==> src/rtl/risc18_prog_loader.sv <==
// Program-side sequencer for the RISC18 core: packs streamed 16-bit instructions
// into the core program word, runs the core for a fixed window and returns its result.
module risc18_prog_loader #(
    parameter int unsigned SLOTS      = 4,
    parameter int unsigned RUN_CYCLES = 4,
    parameter logic [15:0] PAD_WORD   = 16'h0000
) (
    input  logic                  clock,
    input  logic                  reset,
    input  logic                  in_valid,
    output logic                  in_ready,
    input  logic [15:0]           in_instr,
    input  logic                  in_last,
    output logic [16*SLOTS-1:0]   core_pc,
    output logic                  core_reset,
    input  logic [15:0]           core_ans,
    input  logic [16*SLOTS-1:0]   core_k,
    output logic                  res_valid,
    input  logic                  res_ready,
    output logic [15:0]           res_ans,
    output logic [16*SLOTS-1:0]   res_k,
    output logic                  res_err
);

    localparam int unsigned IDX_W = (SLOTS > 1) ? $clog2(SLOTS) : 1;
    localparam int unsigned CNT_W = (RUN_CYCLES > 1) ? $clog2(RUN_CYCLES) : 1;
    localparam logic [IDX_W-1:0] LAST_IDX = IDX_W'(SLOTS - 1);
    localparam logic [CNT_W-1:0] LAST_CNT = CNT_W'(RUN_CYCLES - 1);
    localparam logic [16*SLOTS-1:0] PAD_ALL = {SLOTS{PAD_WORD}};

    typedef enum logic [1:0] {
        LOAD     = 2'd0,
        CORE_RST = 2'd1,
        RUN      = 2'd2,
        RESULT   = 2'd3
    } state_t;

    state_t                state_q, state_d;
    logic [IDX_W-1:0]      idx_q, idx_d;
    logic [CNT_W-1:0]      cnt_q, cnt_d;
    logic [16*SLOTS-1:0]   pc_q, pc_d;
    logic [15:0]           ans_q, ans_d;
    logic [16*SLOTS-1:0]   k_q, k_d;
    logic                  err_q, err_d;
    logic                  finish;

    always_ff @(posedge clock or negedge reset) begin
        if (!reset) begin
            state_q <= LOAD;
            idx_q   <= '0;
            cnt_q   <= '0;
            pc_q    <= PAD_ALL;
            ans_q   <= '0;
            k_q     <= '0;
            err_q   <= 1'b0;
        end else begin
            state_q <= state_d;
            idx_q   <= idx_d;
            cnt_q   <= cnt_d;
            pc_q    <= pc_d;
            ans_q   <= ans_d;
            k_q     <= k_d;
            err_q   <= err_d;
        end
    end

    always_comb begin
        state_d = state_q;
        idx_d   = idx_q;
        cnt_d   = cnt_q;
        pc_d    = pc_q;
        ans_d   = ans_q;
        k_d     = k_q;
        err_d   = err_q;
        finish  = in_last || (idx_q == LAST_IDX);

        case (state_q)
            LOAD: begin
                if (in_valid) begin
                    // The accepted word and the padding of every later slot land on the same edge.
                    for (int unsigned s = 0; s < SLOTS; s++) begin
                        if (IDX_W'(s) == idx_q) begin
                            pc_d[16*(SLOTS-s)-1 -: 16] = in_instr;
                        end else if (finish && (IDX_W'(s) > idx_q)) begin
                            pc_d[16*(SLOTS-s)-1 -: 16] = PAD_WORD;
                        end
                    end
                    if (finish) begin
                        idx_d   = '0;
                        state_d = CORE_RST;
                    end else begin
                        idx_d = idx_q + IDX_W'(1);
                    end
                end
            end
            CORE_RST: begin
                cnt_d   = '0;
                state_d = RUN;
            end
            RUN: begin
                if (cnt_q == LAST_CNT) begin
                    ans_d   = core_ans;
                    k_d     = core_k;
                    err_d   = (core_k != pc_q);
                    state_d = RESULT;
                end else begin
                    cnt_d = cnt_q + CNT_W'(1);
                end
            end
            RESULT: begin
                if (res_ready) begin
                    pc_d    = PAD_ALL;
                    state_d = LOAD;
                end
            end
            default: state_d = LOAD;
        endcase
    end

    assign in_ready   = (state_q == LOAD);
    assign res_valid  = (state_q == RESULT);
    assign core_reset = (state_q != RUN);
    assign core_pc    = pc_q;
    assign res_ans    = ans_q;
    assign res_k      = k_q;
    assign res_err    = err_q;

endmodule

==> config.mk <==
export PLATFORM = sky130hd
export DESIGN_NAME = risc18_prog_loader
export DESIGN_NICKNAME = d
export VERILOG_FILES = /design/src/rtl/risc18_prog_loader.sv
export SDC_FILE = /design/constraint.sdc
export NUM_CORES = 1
export LEC_CHECK = 0
export ABC_AREA = 1
export BUFFER_PORTS_ARGS = -buffer_cell sky130_fd_sc_hd__buf_2
export CORE_MARGIN = 3
export CORE_UTILIZATION = 51
export CTS_CLUSTER_SIZE = 10
export DETAILED_ROUTE_END_ITERATION = 16
export PLACE_DENSITY = 0.82
export REMOVE_ABC_BUFFERS = 1
export SYNTH_ARGS = -nofsm -noshare
export SYNTH_HDL_FRONTEND = slang
export SYNTH_SLANG_ARGS = --single-unit
==> constraint.sdc <==
create_clock -name clock -period 2.3 [get_ports clock]
set_input_delay 0.23 -clock clock [delete_from_list [all_inputs] [get_ports clock]]
set_output_delay 0.23 -clock clock [all_outputs]
set_load 0.01 [all_outputs]
==> run_results.csv <==
group,metric,value,unit
sta,fin_skew,0.0102,ns
logic_synthesis,synth-compound-area-share,0.103,
drt,vias,6883,
run,max_cap_viol_count,0,
critical_path,worstPathArrival,2.49,ns
power,peakVddDrop,1.01,mV
sta,relSlewSlack,0.470,
power,power_density,1400,mW/mm^2
sta,clock.fmax,466,MHz
final_layout,num_antenna_cells,0,
die,fp.coreArea,0.0136,sq mm
logic_synthesis,syn_inst,909,
grt,grt.overflow.total,0,
logic_synthesis,synth_fa_ha_area_frac,0.0156,
drt,dr.first_iter.drc_count,512,
critical_path,required,2.65,ns
final_layout,fin_nets,1282,
logic_synthesis,ys_async_sr_fraction,1.00,
final_layout,fin_area,0.00941,sq mm
logic_synthesis,yosys.area_share.simple,0.251,
placement,dp_hpwl,15.6,mm
grt,grt_max_degree,60,
placement,dp_cells,1321,
placement,place.gp.congestion,0.856,
grt,grt_pass1_vias,6442,
grt,track_usage,0.273,
die,initial_core_util,0.534,
sta,fin_tns_setup,0,ns
power,leakage,5.19,nW
drt,drcViolationCount,0,
logic_synthesis,synth_area_leaders,"dfrtp_1 52%, nand2_1 17%, inv_1 6.5%, o21ai_0 4.1%, nand3_1 3.7%",
status,outcome,"completed",
clocking,cts.clk_slew.worst_paths,0.06,ns
logic_synthesis,synth_seq_area_share,0.522,
logic_synthesis,synth_mux_area_frac,0,
die,die_x,125,um
sta,period_share,0.933,
logic_synthesis,synth-edff-count,0,
critical_path,crit_type,"register to register",
logic_synthesis,ys.flop_type,"dfrtp_1",
clocking,ctsRootBufferMaster,"clkbuf_16",
critical_path,cp_max_fo,11,
die,die_area,0.0157,sq mm
logic_synthesis,avgSynthCellArea,7.96,sq um
placement,dpl_worst_slack,0.00585,ns
logic_synthesis,synth-seq-cells,151,
clocking,postCtsSetupRepairBufs,0,
final_layout,area_delta_synth_final,30.0,%
logic_synthesis,yosys_warnings,0,
clocking,clock-sinks,151,
logic_synthesis,synth_xor_area_frac,0.0121,
drt,routedWlPerCell,16.1,um
sta,worst_pin_slew,0.792,ns
logic_synthesis,ys_types,23,
clocking,cts_tree,"done",
clocking,htreeDepth,4,
logic_synthesis,synth_common_cells,"327 x nand2_1, 151 x dfrtp_1, 125 x inv_1",
logic_synthesis,synth_area,0.00724,sq mm
grt,grt_first_pass_wirelength,33.8,mm
grt,antenna_found_initial,0,
sta,finalHoldViolCount,0,
final_layout,finalNonFillerCells,1361,
logic_synthesis,yosysTopAreaCell,"dfrtp_1",
final_layout,drive_gt1_frac,0.280,
clocking,cts_buffer_depth,2,
logic_synthesis,yosysTopAreaCellShare,0.522,
sta,worst_slack,0.153,ns
placement,placed_area,0.00868,sq mm
critical_path,end_kind,"register",
clocking,cts_buffers,17,
die,dieHeight,125,um
logic_synthesis,post-synth-top-count-cell,"nand2_1",
placement,port_buffers,248,
die,ioPinCount,249,
sta,setup_viol,0,
clocking,clk_latency,0.42,ns
die,std_cell_rows,42,
sta,post-route-min-period,2.15,ns
sta,whs,0.00871,ns
drt,first_pass_iters,5,
logic_synthesis,synth_top_family_by_area,"simple AND/OR/NAND/NOR gates",
sta,maxSlewViolCount,0,
worst_hold_path,hp-class,"primary input to register",
drt,postRouteAntennaNets,0,
drt,vias_per_cell,5.06,
critical_path,critPathLaunchType,"register",
drt,wl,22.0,mm
==> worst max-delay path: stages, from the launching register on <==
cell	delay (ns)
dfrtp_1	0.40
inv_1	0.12
ha_1	0.19
inv_1	0.06
nor2_1	0.16
nor3_2	0.11
nor3_4	0.60
buf_6	0.24
nand3_1	0.11
o21ai_2	0.08
==> cells in the final DEF (no fill, tap or decap), types with 2 or more instances in the layout <==
cell type / count
nand2_1: 326
buf_2: 247
dfrtp_1: 151
inv_1: 125
o21ai_0: 60
nor2_1: 55
nand3_1: 54
o21ai_1: 42
o21ai_2: 18
buf_4: 18
clkbuf_16: 17
xor2_1: 10
nand4_1: 8
ha_1: 8
nor3_4: 5
dlygate4sd3_1: 5
a21oi_1: 4
clkinv_2: 4
clkbuf_8: 3
clkinvlp_4: 3
bufinv_16: 3
inv_2: 2
a211oi_4: 2
nor3_1: 2
clkinv_4: 2
buf_6: 2
buf_12: 2
==> stage by stage <==
| stage | util | total power [mW] |
|---|---|---|
| 3_3_place_gp | 0.640 | 9.77 |
| 2_1_floorplan | - | 7.58 |
| 6_report | 0.694 | 13.2 |
| 3_5_place_dp | 0.640 | 9.95 |
| 4_1_cts | 0.691 | 13.0 |
| 5_1_grt | 0.694 | 14.1 |
==> worst paths after layout <==
path / slack, ns / cells after the start / end / from
hold reg to reg: 0.47 / 2 / res_k[59] / res_k[59]
setup / recovery: 0.15 / 9 / core_pc[45] / idx_q[0]
max in group asynchronous: 1.12 / 3 / core_pc[49] / reset
hold / removal: 0.009 / 3 / res_ans[3] / core_ans[3]
setup reg to reg: 0.15 / 9 / core_pc[45] / idx_q[0]
min in group asynchronous: 0.34 / 2 / core_pc[17] / reset
==> where the power goes <==
group / switching, mW / internal [mW]
clock network: 1.10 / 1.79
registers: 0.716 / 3.78
logic: 3.70 / 2.09
==> cell type report <==
cell class	count	area, sq um
multi-input combinational	600	2830
sequential	151	3780
clock buffer	20	467
clock inverter	12	150
inverter	128	480
fill	1065	4150
timing repair buffer	274	1480
tap	176	220
==> cell families after synthesis <==
kind of cell	Yosys count
AOI/OAI and AO/OA	128
xor gates and xnor gates	10
buffers and inverters	161
and+or+nand+nor	450
adders and majority gates	9
DFF	151
==> sequential cells by signal, indices dropped and copies added (netlist names) <==
signal and count:
core_pc 64, idx_q 2, res_err 1, res_k 64
res_ans 16, cnt_q 2, state_q 2
==> metal layers <==
layer,vias up,global-route usage,routed length (um),part of all wire
met1,3182,0.358,9170,0.42
met5,-,0,0,0
li1,3351,-,-,-
met4,0,0.101,695,0.032
met3,52,0.0635,1700,0.078
met2,298,0.447,10400,0.47
==> repair_timing <==
item,4_1_cts,5_1_grt
gates resized for setup,3,3
cloned,1,2
setup endpoints to repair,10,25
pin swaps,1,2
endpoints found under the hold margin,60,0
hold buffers,5,0
Power figures use the tool's default switching activity.
